<file path="src/rtl/seq_det_pkg.sv">
`default_nettype none
// ============================================================================
//  Module   : seq_det_pkg
//  Brief    : Shared types and defaults for the programmable sequence
//             detector (controller state encoding, default sizes, length
//             clamp helper).
//  Revision : 1.0 - initial release
// ============================================================================
package seq_det_pkg;

    // Controller states
    typedef enum logic [1:0] {
        IDLE  = 2'd0,
        ARMED = 2'd1,
        RUN   = 2'd2,
        DONE  = 2'd3
    } state_t;

    // Default sizing
    localparam int MAX_LEN_DEFAULT = 8;
    localparam int LEN_W_DEFAULT   = 4;
    localparam int CNT_W_DEFAULT   = 8;

    // Classic fixed detector pattern, handy as a reference configuration
    localparam logic [3:0] PATTERN_DEFAULT = 4'b1011;

    // A zero length means a single-bit pattern; anything beyond the shift
    // register depth is limited to the full depth.
    function automatic int clamp_len(input int len, input int max_len);
        if (len <= 0)
            return 1;
        else if (len > max_len)
            return max_len;
        else
            return len;
    endfunction

endpackage
`default_nettype wire

</file>
<file path="src/rtl/seq_match_core.sv">
`default_nettype none
// ============================================================================
//  Module   : seq_match_core
//  Brief    : Serial shift register, fill counter and length-masked pattern
//             compare. hit is combinational on the post-shift view so the
//             controller can register it into a Moore-style match pulse.
//  Revision : 1.0 - initial release
// ============================================================================
module seq_match_core #(
    parameter int MAX_LEN = 8,
    parameter int LEN_W   = 4
) (
    input  logic               clk,
    input  logic               rst,
    input  logic               clear,
    input  logic               shift_en,
    input  logic               in_bit,
    input  logic [MAX_LEN-1:0] pattern,
    input  logic [LEN_W-1:0]   len,
    input  logic               overlap,
    output logic               hit
);

    logic [MAX_LEN-1:0] shreg;
    logic [MAX_LEN-1:0] shreg_next;
    logic [MAX_LEN-1:0] mask;
    logic [LEN_W-1:0]   fill;
    logic [LEN_W-1:0]   fill_next;

    // Post-shift view of history and fill, and the masked compare on it
    always_comb begin
        shreg_next = {shreg[MAX_LEN-2:0], in_bit};
        fill_next  = (fill >= LEN_W'(MAX_LEN)) ? LEN_W'(MAX_LEN) : fill + LEN_W'(1);
        mask       = {MAX_LEN{1'b1}} >> (MAX_LEN - int'(len));
        hit        = shift_en && (fill_next >= len) &&
                     ((shreg_next & mask) == (pattern & mask));
    end

    // History update; a non-overlapping hit restarts the fill so the next
    // match needs a full set of fresh bits
    always_ff @(posedge clk or negedge rst) begin
        if (!rst) begin
            shreg <= '0;
            fill  <= '0;
        end else if (clear) begin
            shreg <= '0;
            fill  <= '0;
        end else if (shift_en) begin
            shreg <= shreg_next;
            fill  <= (hit && !overlap) ? '0 : fill_next;
        end
    end

endmodule
`default_nettype wire

</file>
<file path="src/rtl/seq_det_ctrl.sv">
`default_nettype none
// ============================================================================
//  Module   : seq_det_ctrl
//  Brief    : Programmable serial sequence detector with run controller.
//             Config handshake, start/stop sequencing, saturating match
//             counter and target-based completion.
//             Optional macro SEQ_DET_CTRL_POS_EN adds bit_cnt / last_pos
//             position reporting outputs.
//  Revision : 1.0 - initial release
// ============================================================================
module seq_det_ctrl
    import seq_det_pkg::*;
#(
    parameter int MAX_LEN = MAX_LEN_DEFAULT,
    parameter int LEN_W   = LEN_W_DEFAULT,
    parameter int CNT_W   = CNT_W_DEFAULT
) (
    input  logic               clk,
    input  logic               rst,
    input  logic               cfg_valid,
    output logic               cfg_ready,
    input  logic [MAX_LEN-1:0] cfg_pattern,
    input  logic [LEN_W-1:0]   cfg_len,
    input  logic               cfg_overlap,
    input  logic [CNT_W-1:0]   cfg_target,
    input  logic               start,
    input  logic               stop,
    input  logic               in_valid,
    input  logic               in_bit,
    output logic               match,
    output logic [CNT_W-1:0]   match_cnt,
    output logic               busy,
    output logic               done
`ifdef SEQ_DET_CTRL_POS_EN
    ,
    output logic [15:0]        bit_cnt,
    output logic [15:0]        last_pos
`endif
);

    state_t             state;
    logic [MAX_LEN-1:0] pattern_q;
    logic [LEN_W-1:0]   len_q;
    logic               overlap_q;
    logic [CNT_W-1:0]   target_q;

    logic               accept;
    logic               start_run;
    logic               shift_en;
    logic               hit;
    logic [LEN_W-1:0]   len_clamped;
    logic [CNT_W-1:0]   cnt_inc;

    // Handshake, run qualifiers and saturating increment
    always_comb begin
        cfg_ready   = (state != RUN);
        busy        = (state == RUN);
        accept      = cfg_valid && cfg_ready;
        // A config in the same cycle wins over start
        start_run   = start && !accept && ((state == ARMED) || (state == DONE));
        // stop discards any bit presented with it
        shift_en    = (state == RUN) && in_valid && !stop;
        len_clamped = LEN_W'(clamp_len(int'(cfg_len), MAX_LEN));
        cnt_inc     = (&match_cnt) ? match_cnt : match_cnt + CNT_W'(1);
    end

    seq_match_core #(
        .MAX_LEN (MAX_LEN),
        .LEN_W   (LEN_W)
    ) u_core (
        .clk      (clk),
        .rst      (rst),
        .clear    (start_run),
        .shift_en (shift_en),
        .in_bit   (in_bit),
        .pattern  (pattern_q),
        .len      (len_q),
        .overlap  (overlap_q),
        .hit      (hit)
    );

    // Controller FSM with config registers, match counter and registered flags
    always_ff @(posedge clk or negedge rst) begin
        if (!rst) begin
            state     <= IDLE;
            pattern_q <= '0;
            len_q     <= '0;
            overlap_q <= 1'b0;
            target_q  <= '0;
            match     <= 1'b0;
            match_cnt <= '0;
            done      <= 1'b0;
        end else begin
            match <= 1'b0;
            if (accept) begin
                pattern_q <= cfg_pattern;
                len_q     <= len_clamped;
                overlap_q <= cfg_overlap;
                target_q  <= cfg_target;
                match_cnt <= '0;
                done      <= 1'b0;
                state     <= ARMED;
            end else begin
                case (state)
                    ARMED, DONE: begin
                        if (start_run) begin
                            match_cnt <= '0;
                            done      <= 1'b0;
                            state     <= RUN;
                        end
                    end
                    RUN: begin
                        if (stop) begin
                            state <= ARMED;
                        end else if (hit) begin
                            match     <= 1'b1;
                            match_cnt <= cnt_inc;
                            if ((target_q != '0) && (cnt_inc == target_q)) begin
                                done  <= 1'b1;
                                state <= DONE;
                            end
                        end
                    end
                    default: ;
                endcase
            end
        end
    end

`ifdef SEQ_DET_CTRL_POS_EN
    // Position reporting: bit index within the run and index of the last hit
    always_ff @(posedge clk or negedge rst) begin
        if (!rst) begin
            bit_cnt  <= '0;
            last_pos <= '0;
        end else if (start_run) begin
            bit_cnt  <= '0;
            last_pos <= '0;
        end else if (shift_en) begin
            bit_cnt <= bit_cnt + 16'd1;
            if (hit)
                last_pos <= bit_cnt + 16'd1;
        end
    end
`endif

endmodule
`default_nettype wire

</file>
<file path="config.mk">
export PLATFORM = sky130hd
export DESIGN_NAME = seq_det_ctrl
export DESIGN_NICKNAME = d
export VERILOG_FILES = /design/src/rtl/seq_det_pkg.sv /design/src/rtl/seq_match_core.sv /design/src/rtl/seq_det_ctrl.sv
export SDC_FILE = /design/constraint.sdc
export NUM_CORES = 1
export LEC_CHECK = 0
export ABC_AREA = 1
export ABC_CLOCK_PERIOD_IN_PS = 2000
export BUFFER_PORTS_ARGS = -buffer_cell sky130_fd_sc_hd__buf_2
export CORE_MARGIN = 8
export CORE_UTILIZATION = 51
export DETAILED_ROUTE_END_ITERATION = 8
export PLACE_DENSITY = 0.76
export SLEW_MARGIN = 20
export SYNTH_ARGS = -nofsm -noshare
export SYNTH_HDL_FRONTEND = slang
export SYNTH_SLANG_ARGS = --single-unit
</file>
<file path="constraint.sdc">
create_clock -name clk -period 2 [get_ports clk]
set_input_delay 0.2 -clock clk [delete_from_list [all_inputs] [get_ports clk]]
set_output_delay 0.2 -clock clk [all_outputs]
set_load 0.01 [all_outputs]
</file>
## Word level (Yosys, flattened, before mapping)

Cells that the tools add are included.

| storage, ports and cells | value |
|---|---|
| register bits after elaboration | 44 |
| word-level logic and storage cells | 83 |

| operators by class | value |
|---|---|
| add/subtract/negate cells | 3 |
| magnitude comparators | 4 |
| equal/unequal tests | 12 |
| shifts and indexed selects | 1 |
| muxes and demuxes | 30 |
| bitwise logic cells | 2 |
| reductions and logical operators | 21 |

Operators by type and width:

| operator | number |
|---|---|
| $mux W8 | 5 |
| $shr A8 B32 Y8 const A | 1 |
| $mux W4 | 6 |
| $and A8 B8 Y8 | 2 |
| $eq A8 B8 Y1 | 2 |
| $pmux W8 S2 | 1 |
| $mux W7 | 2 |
| $mux W2 | 5 |
| $logic_and A1 B1 Y1 | 9 |
| $mux W1 | 9 |
| $add A8 B1 Y8 const B | 1 |
| $ne A4 B2 Y1 const B | 2 |
| $reduce_and A4 Y1 | 2 |
| $reduce_and A8 Y1 | 1 |
| $reduce_bool A8 Y1 | 1 |
| $ne A3 B1 Y1 const B | 2 |
| $reduce_and A5 Y1 | 1 |
| $sub A4 B4 Y5 const A | 1 |
| $add A4 B1 Y4 const B | 1 |
| $eq A2 B2 Y1 const B | 2 |
| $ge A4 B4 Y1 | 1 |
| $ge A4 B4 Y1 const B | 1 |
| $gt A4 B4 Y1 const B | 1 |
| $le A4 B1 Y1 const B | 1 |
| 11 further kinds | 13 |

## Depth between registers and ports, before layout

Gate-level depths: netlist of the first run.

| depth | value |
|---|---|
| word-level depth | 9 |
| mapped depth | 17 |
| mapped depth without buffers | 17 |

## Hierarchy

Synthesis of the first run repeated with hierarchy kept, for this count alone.

| second synthesis, totals | value |
|---|---|
| cell total of the unflattened synthesis | 372 |
| area total of the unflattened synthesis | 2643.8 µm² |

By module, submodules not included:

| module | times used | cells an instance | area each (µm²) | sequential area each (µm²) |
|---|---|---|---|---|
| seq_det_ctrl | 1 | 228 | 1720.4 | 825.8 |
| seq_match_core | 1 | 144 | 923.4 | 275.3 |

## Worst setup path after synthesis of the first run

OpenSTA, ideal clock, no wires.

| timing | value |
|---|---|
| path kind | reg2reg |
| start point | reg u_core.fill[0] |
| end point | reg state[1] |
| setup time | 116 ps |
| data arrival time | 1906 ps |
| required time | 1884 ps |
| slack | -22 ps |
| stages on the path, launching flop included | 17 |
| clock period less this slack | 2022 ps |
| path through | dfrtp_1 inv_1 ha_1 nand2_1 inv_1 ha_1 inv_1 nor2_1 o211ai_1 nand3_1 nand4_4 nor2_4 nand2_1 nand2_2 nand2_1 nand2_1 nand2_1 |

| on the way | value |
|---|---|
| longest elaborated chain between the ends | 7 |
| elaborated cells between the ends (all ways) | 8 |
| those cells by class | 1 x add/sub; 2 x order compare; 1 x eq/ne; 1 x mux; 3 x reduce/logical |

RTL lines:

| element | line | source |
|---|---|---|
| start, declared | seq_match_core.sv:27 | `logic [LEN_W-1:0] fill;` |
| start signal, assigned | seq_match_core.sv:50 | `fill <= (hit && !overlap) ? '0 : fill_next;` |
| $add A4 B1 Y4 or $ge A4 B4 Y1 (tied branches) | seq_match_core.sv:33 | `fill_next = (fill >= LEN_W'(MAX_LEN)) ? LEN_W'(MAX_LEN) : fill + LEN_W'(1);` |
| $mux W4 (*) | seq_match_core.sv:33 |  |
| $ge A4 B4 Y1 (*) | seq_match_core.sv:35 | `hit = shift_en && (fill_next >= len) &&` |
| $logic_and A1 B1 Y1 (*) (2 in series) | seq_match_core.sv:35 |  |
| $ne A4 B2 Y1 (no line) (*) | -- |  |
| $reduce_and A4 Y1 (no line) (*) | -- |  |
| end signal, assigned | seq_det_ctrl.sv:85 | `state <= IDLE;` |
| end signal, assigned | seq_det_ctrl.sv:102 | `state <= ARMED;` |
| end signal, assigned | seq_det_ctrl.sv:109 | `state <= RUN;` |
| end, declared | seq_det_ctrl.sv:41 | `state_t state;` |

Every way passes the cells marked *; elsewhere a longest branch is shown, timed or not.
A chain may end at the register's enable or synchronous reset.

## Worst setup path in the final report of the first run

| timing | value |
|---|---|
| start point | reg u_core.fill[1] |
| end point | reg match_cnt[3] |

| on the way | value |
|---|---|
| longest elaborated chain between the ends | 7 |
| elaborated cells between the ends (all ways) | 8 |
| those cells by class | 1 x add/sub; 2 x order compare; 1 x eq/ne; 1 x mux; 3 x reduce/logical |

RTL lines:

| element | line | source |
|---|---|---|
| $add A4 B1 Y4 or $ge A4 B4 Y1 (tied branches) | seq_match_core.sv:33 |  |
| $mux W4 (*) | seq_match_core.sv:33 |  |
| $ge A4 B4 Y1 (*) | seq_match_core.sv:35 |  |
| $logic_and A1 B1 Y1 (*) (2 in series) | seq_match_core.sv:35 |  |
| $ne A3 B1 Y1 (no line) (*) | -- |  |
| $reduce_and A4 Y1 (no line) (*) | -- |  |
| end signal, assigned | seq_det_ctrl.sv:117 | `match_cnt <= cnt_inc;` |
| end, declared | seq_det_ctrl.sv:31 | `output logic [CNT_W-1:0] match_cnt,` |

Marked as above.

==> results.yml, run 1 <==
routing:
  via_per_inst: 5.09
  wl_um: 6420
  first_iter_violations: 140
  remaining_drc_errors: 0
  drt_pass1_iterations: 4
  vias: 2480
  wl_per_cell_um: 13.2
  drtAntennaViolNets: 0
power_and_ir_drop:
  ir_worst_vdd_mv: 0.667
  switchingPower_uw: 1320
  p_per_area_nw_per_um2: 1000
  power.total_uw: 3370
  swShare_pct: 39.3
  power_frac_comb_pct: 44.7
  leakagePower_uw: 0.00174
  pwr-share-seq_pct: 34.7
  clkPwrFrac_pct: 20.6
  internal_power_uw: 2040
yosys:
  netlist.area_leader.share_pct: 42.8
  syn_nets: 386
  ys_warn_count: 0
  netlist.top_cell.by_area: "dfrtp_1"
  synth-seq-area-share_pct: 42.8
  synth.avg_cell_area_um2: 7.36
  yosysUniqueCellTypes: 28
  synth_area_um2: 2570
  ys_ff_latch: 44
  synth_cells: 350
  synth.area.top_cells: "dfrtp_1, nand2_1, inv_1"
timing:
  hold_viol_final: 0
  worstMarginPinSlew_ns: 0.564
  timing.hold.ws_ns: 0.0929
  tns_ns: -0.104
  post-route-period-util_pct: 102
  timing.final.crit_period_ns: 2.05
  fmax_mhz: 489
  slew_headroom_pct: 62.4
  final.setup.worst_slack_ns: -0.0466
  finalSetupViolCount: 6
  report.final.slew_viol_count: 0
  grt_setup_unrepaired: "true"
  finClkSkew_ns: 0.00803
final_layout:
  drive_gt1_share_pct: 29.5
  finalNetCount: 452
  stdcell_count: 487
  nFillCells: 405
  num_antenna_cells: 0
  syn2layout_area_growth_pct: 30.2
die:
  io_pins: 40
  die_h_um: 87.1
  dieWidth_um: 87.1
  dieArea_um2: 7580
  rows: 26
  design.core.area_um2: 4980
  start_util_pct: 51.7
worst_setup_path:
  worst_ep_required_time_ns: 2.23
  crit_fanout: 7
  path_class: "flip-flop to flip-flop"
  crit_path_end_kind: "flip-flop"
  reg2reg_slack_ns: -0.05
  rr_worst_depth: 14
  reg2reg_from: "u_core.fill[1]"
  critPathArrivalTime_ns: 2.28
  r2r-end: "match_cnt[3]"
  start_kind: "flip-flop"
clock_tree:
  clk_pin_slew_worst_paths_ns: 0.09
  cts_root_buf: "clkbuf_8"
  cts_tree: "built"
  cts_buffers: 5
  worstSkewPairLatency_ns: 0.30
  clockBufferDepth: 2
  htreeDepth: 2
  cts.sink_count: 44
placed_design:
  port_buffers: 39
  gp_routability_congestion: 0.864
  dpl.cell_count: 474
  place_hpwl_um: 4580
  preCtsSetupSlack_ns: -0.131
global_routing:
  grt_remaining_overflow: 0
  antenna_found_initial: 0
  grt_max_degree: 45
  grt_pass1_wl_um: 10400
  grt_usage_pct: 17.2
  grt_pass1_vias: 2377
worst_hold_path:
  hp-start: "cfg_pattern[5]"
  hp-class: "input port to flip-flop"
  holdPathEnd: "pattern_q[5]"
  min_path_cells: 3
flow_run:
  maxCapViolations: 0
status:
  outcome: "complete, but fails checks"
  violations: "setup timing"
[worst max-delay path, stage by stage, from the launching register on]
cell      delay, ns
dfrtp_1        0.40
inv_2          0.09
ha_4           0.21
nand2_4        0.05
inv_2          0.04
ha_4           0.26
inv_2          0.03
nor2_2         0.06
o211ai_1       0.09
nand3_2        0.10
nand4_4        0.11
o21bai_4       0.20
buf_12         0.16
nand3_2        0.07
o21ai_1        0.09
[power by group through the flow]
| stage | clock (uW) | combinational (uW) | sequential, uW |
|---|---|---|---|
| after floorplan | 0 | 891 | 1180 |
| after global placement | 0 | 1230 | 1180 |
| after detailed placement | 0 | 1250 | 1180 |
| after CTS | 708 | 1360 | 1170 |
| after global routing | 741 | 1690 | 1190 |
| final | 693 | 1510 | 1170 |
[cell type report]
cell class                 count  area [um^2]  area share, %
clock buffer                   5         68.8           2.05
clock inverter                 3         42.5           1.27
multi-input combinational    246         1420           42.4
tap                           70         87.6           2.61
inverter                      55          206           6.16
sequential                    44         1100           32.9
timing repair buffer          64          423           12.6
[cells in the mapped netlist]
cell type	number
nand2_1	111
inv_1	49
dfrtp_1	44
o21ai_0	27
nand3_1	26
nor2_1	24
o22ai_1	10
ha_1	8
a21oi_1	7
inv_2	5
nand2_2	5
nand4_1	5
xor2_1	5
clkbuf_1	3
nor3_1	3
o21ai_1	3
buf_6	2
nor2_2	2
xnor2_1	2
a21boi_1	1
a21oi_4	1
clkinv_1	1
nand3b_1	1
nand4_4	1
nor2_4	1
o211ai_1	1
o21bai_4	1
o31ai_1	1
[state kept, by name, summed over array words and instances (netlist names)]
| register | flops |
|---|---|
| done | 1 |
| u_core.shreg | 7 |
| target_q | 8 |
| match_cnt | 8 |
| state | 2 |
| overlap_q | 1 |
| match | 1 |
| pattern_q | 8 |
| u_core.fill | 4 |
| len_q | 4 |
[placed cells by master (no fill, tap or decap), types with 2 or more instances in the layout]
| cell | instances |
|---|---|
| nand2_1 | 104 |
| inv_1 | 45 |
| dfrtp_1 | 43 |
| buf_2 | 39 |
| nand3_1 | 21 |
| nor2_1 | 20 |
| buf_4 | 20 |
| o21ai_0 | 19 |
| inv_2 | 9 |
| nand2_2 | 9 |
| o22ai_1 | 8 |
| o21ai_1 | 8 |
| xor2_1 | 5 |
| nand4_1 | 5 |
| a21oi_1 | 5 |
| nand3_2 | 5 |
| clkbuf_8 | 5 |
| nor2_2 | 4 |
| ha_4 | 4 |
| nor2_4 | 3 |
| nand2_4 | 3 |
| nor3_1 | 3 |
| o21ai_2 | 3 |
| ha_2 | 3 |
| a21oi_4 | 2 |
| xnor2_1 | 2 |
| o22ai_2 | 2 |
| buf_6 | 2 |
[stage by stage]
| stage | util (%) | cell area [um^2] |
|---|---|---|
| floorplan | - | 2590 |
| global placement | 60.1 | 2990 |
| detailed placement | 60.1 | 2990 |
| CTS | 64.1 | 3190 |
| global route | 67.3 | 3350 |
| finish | 67.3 | 3350 |
[layer usage]
| metal | vias up | track usage (%) | part of all wire (%) |
|---|---|---|---|
| li1 | 1247 | - | - |
| met1 | 1147 | 21.3 | 45 |
| met2 | 72 | 28.0 | 47 |
| met3 | 14 | 4.53 | 5.8 |
| met4 | 0 | 6.42 | 1.8 |
| met5 | - | 0 | 0 |
[cells by family (layout without fill, tap and decap cells)]
kind of cell	after synthesis	count (layout)	share of synthesized area, %
AO/OA/AOI/OAI	52	52	11.9
XOR/XNOR	7	7	2.38
adder cells (fa/ha/maj)	8	8	3.89
buffers and inverters	60	127	9.33
flip-flops	44	44	42.8
AND/OR/NAND/NOR	179	179	29.8
[how the worst max path moves through the flow]
stage	end	slack, ns	depth (start not counted)	startpoint
after floorplan	state[1]	-0.007	16	u_core.fill[0]
after global placement	done	-0.05	13	u_core.fill[1]
after global routing	match_cnt[3]	-0.19	14	u_core.fill[1]
after detailed placement	match_cnt[3]	-0.13	13	u_core.fill[1]
after CTS	match_cnt[3]	-0.05	14	u_core.fill[1]
final	match_cnt[3]	-0.05	14	u_core.fill[1]
[repair_timing]
item,4_1_cts,5_1_grt
hold buffers,1,0
endpoints found under the setup margin,15,16
pin swaps,4,10
gates cloned,0,1
buffers inserted,3,1
resized for setup,12,37
endpoints found under the hold margin,44,0
Power figures use the tool's default switching activity.
==> run 2: changes to the inputs <==
- RECOVER_POWER: unset -> 25
==> results.yml, run 2 (same netlist as run 1, synthesis figures left out) <==
worst_setup_path:
  rr_worst_depth: 14
  crit_fanout: 7
  start_kind: "flip-flop"
  critPathArrivalTime_ns: 2.28
  r2r-end: "match_cnt[3]"
  worst_ep_required_time_ns: 2.23
  reg2reg_slack_ns: -0.05
  reg2reg_from: "u_core.fill[1]"
  crit_path_end_kind: "flip-flop"
  path_class: "flip-flop to flip-flop"
die:
  rows: 26
  dieArea_um2: 7580
  die_h_um: 87.1
  design.core.area_um2: 4980
  start_util_pct: 51.7
  io_pins: 40
  dieWidth_um: 87.1
power_and_ir_drop:
  ir_worst_vdd_mv: 0.667
  p_per_area_nw_per_um2: 1000
  power.total_uw: 3370
  leakagePower_uw: 0.00174
worst_hold_path:
  hp-start: "cfg_pattern[5]"
  hp-class: "input port to flip-flop"
  holdPathEnd: "pattern_q[5]"
  min_path_cells: 3
routing:
  drtAntennaViolNets: 0
  wl_met3_um: 371
  first_iter_violations: 140
  wl_per_cell_um: 13.2
  drt_pass1_iterations: 4
  vias: 2480
  met1_length_um: 2900
  via_per_inst: 5.09
  wl_met2_um: 3030
  top_layer: "met4"
  wl_um: 6420
  remaining_drc_errors: 0
global_routing:
  grt_usage_pct: 17.2
  antenna_found_initial: 0
  grt_pass1_wl_um: 10400
  grt_max_degree: 45
  grt_remaining_overflow: 0
  grt_pass1_vias: 2377
clock_tree:
  htreeDepth: 2
  cts_buffers: 5
  cts.sink_count: 44
  cts_tree: "built"
  clk_pin_slew_worst_paths_ns: 0.09
  cts_root_buf: "clkbuf_8"
  worstSkewPairLatency_ns: 0.30
  clockBufferDepth: 2
placed_design:
  port_buffers: 39
  place_hpwl_um: 4580
  preCtsSetupSlack_ns: -0.131
  gp_routability_congestion: 0.864
  dpl.cell_count: 474
timing:
  slew_headroom_pct: 27.0
  post-route-period-util_pct: 102
  grt_setup_unrepaired: "true"
  timing.final.crit_period_ns: 2.05
  tns_ns: -0.104
  final.setup.worst_slack_ns: -0.0466
  fmax_mhz: 489
  finClkSkew_ns: 0.00803
  finalSetupViolCount: 6
  hold_viol_final: 0
  worstMarginPinSlew_ns: 1.10
  timing.hold.ws_ns: 0.0929
  report.final.slew_viol_count: 0
status:
  outcome: "complete, but fails checks"
  violations: "setup timing"
final_layout:
  regArea_um2: 1100
  stdcell_count: 487
  nFillCells: 406
  final_cell_mix: "nand2_1, inv_1, dfrtp_1, buf_2, nand3_1"
  drive_gt1_share_pct: 29.5
  multi_input_area_um2: 1420
  top_regs: "match_cnt: 8 flops, pattern_q: 8 flops, target_q: 8 flops"
  num_antenna_cells: 0
  finalNetCount: 452
  syn2layout_area_growth_pct: 30.1
  final_common_cell: "nand2_1"
flow_run:
  maxCapViolations: 0
run 2: changes by cell type in the layout (fill, tap and decap cells not counted):
cell,before,now
buf_4,20,19
clkbuf_2,0,1
run 2: power breakdown:
| part | internal, uW | switching, uW | leakage [uW] |
|---|---|---|---|
| clock | 370 | 323 | 0.0000541 |
| combinational | 614 | 892 | 0.00111 |
| sequential | 1060 | 107 | 0.000569 |
| total | 2040 | 1320 | 0.00174 |
run 2: worst max-delay path by stage:
stage | startpoint | end | slack, ns | cells past startpoint
after detailed placement | u_core.fill[1] | match_cnt[3] | -0.13 | 13
final | u_core.fill[1] | match_cnt[3] | -0.05 | 14
after global routing | u_core.fill[1] | match_cnt[3] | -0.19 | 14
after CTS | u_core.fill[1] | match_cnt[3] | -0.05 | 14
after global placement | u_core.fill[1] | done | -0.05 | 13
after floorplan | u_core.fill[0] | state[1] | -0.007 | 16
run 2: per-layer routing:
layer | up-vias | track usage (%)
met1 | 1147 | 21.3
li1 | 1247 | -
met4 | 0 | 6.42
met5 | - | 0
met2 | 72 | 28.0
met3 | 14 | 4.53
run 2: layout make-up:
type | count | area share, %
clock buffers | 5 | 2.05
repair buffers | 64 | 12.6
inverters | 55 | 6.16
well taps | 70 | 2.61
flip-flops and latches | 44 | 32.9
clock inverters | 3 | 1.27
multi-input cells | 246 | 42.4
run 2: repair_timing:
item                                    in CTS  in global routing
setup buffers                                3                  1
hold endpoints to repair                    44                  0
endpoints found under the setup margin      15                 16
gates cloned                                 0                  1
gates resized for setup                     12                 37
hold buffers                                 1                  0
pin swaps                                    4                 10
run 2: critical path, cell delays in order (launching register included):
cell	delay (ns)
dfrtp_1	0.40
inv_2	0.09
ha_4	0.21
nand2_4	0.05
inv_2	0.04
ha_4	0.26
inv_2	0.03
nor2_2	0.06
o211ai_1	0.09
nand3_2	0.10
nand4_4	0.11
o21bai_4	0.20
buf_12	0.16
nand3_2	0.07
o21ai_1	0.09
run 2: per-stage QoR:
stage          cell area (um^2)  utilization [%]
4_1_cts                    3190             64.1
5_1_grt                    3350             67.3
6_report                   3350             67.3
3_3_place_gp               2990             60.1
2_1_floorplan              2590                -
3_5_place_dp               2990             60.1
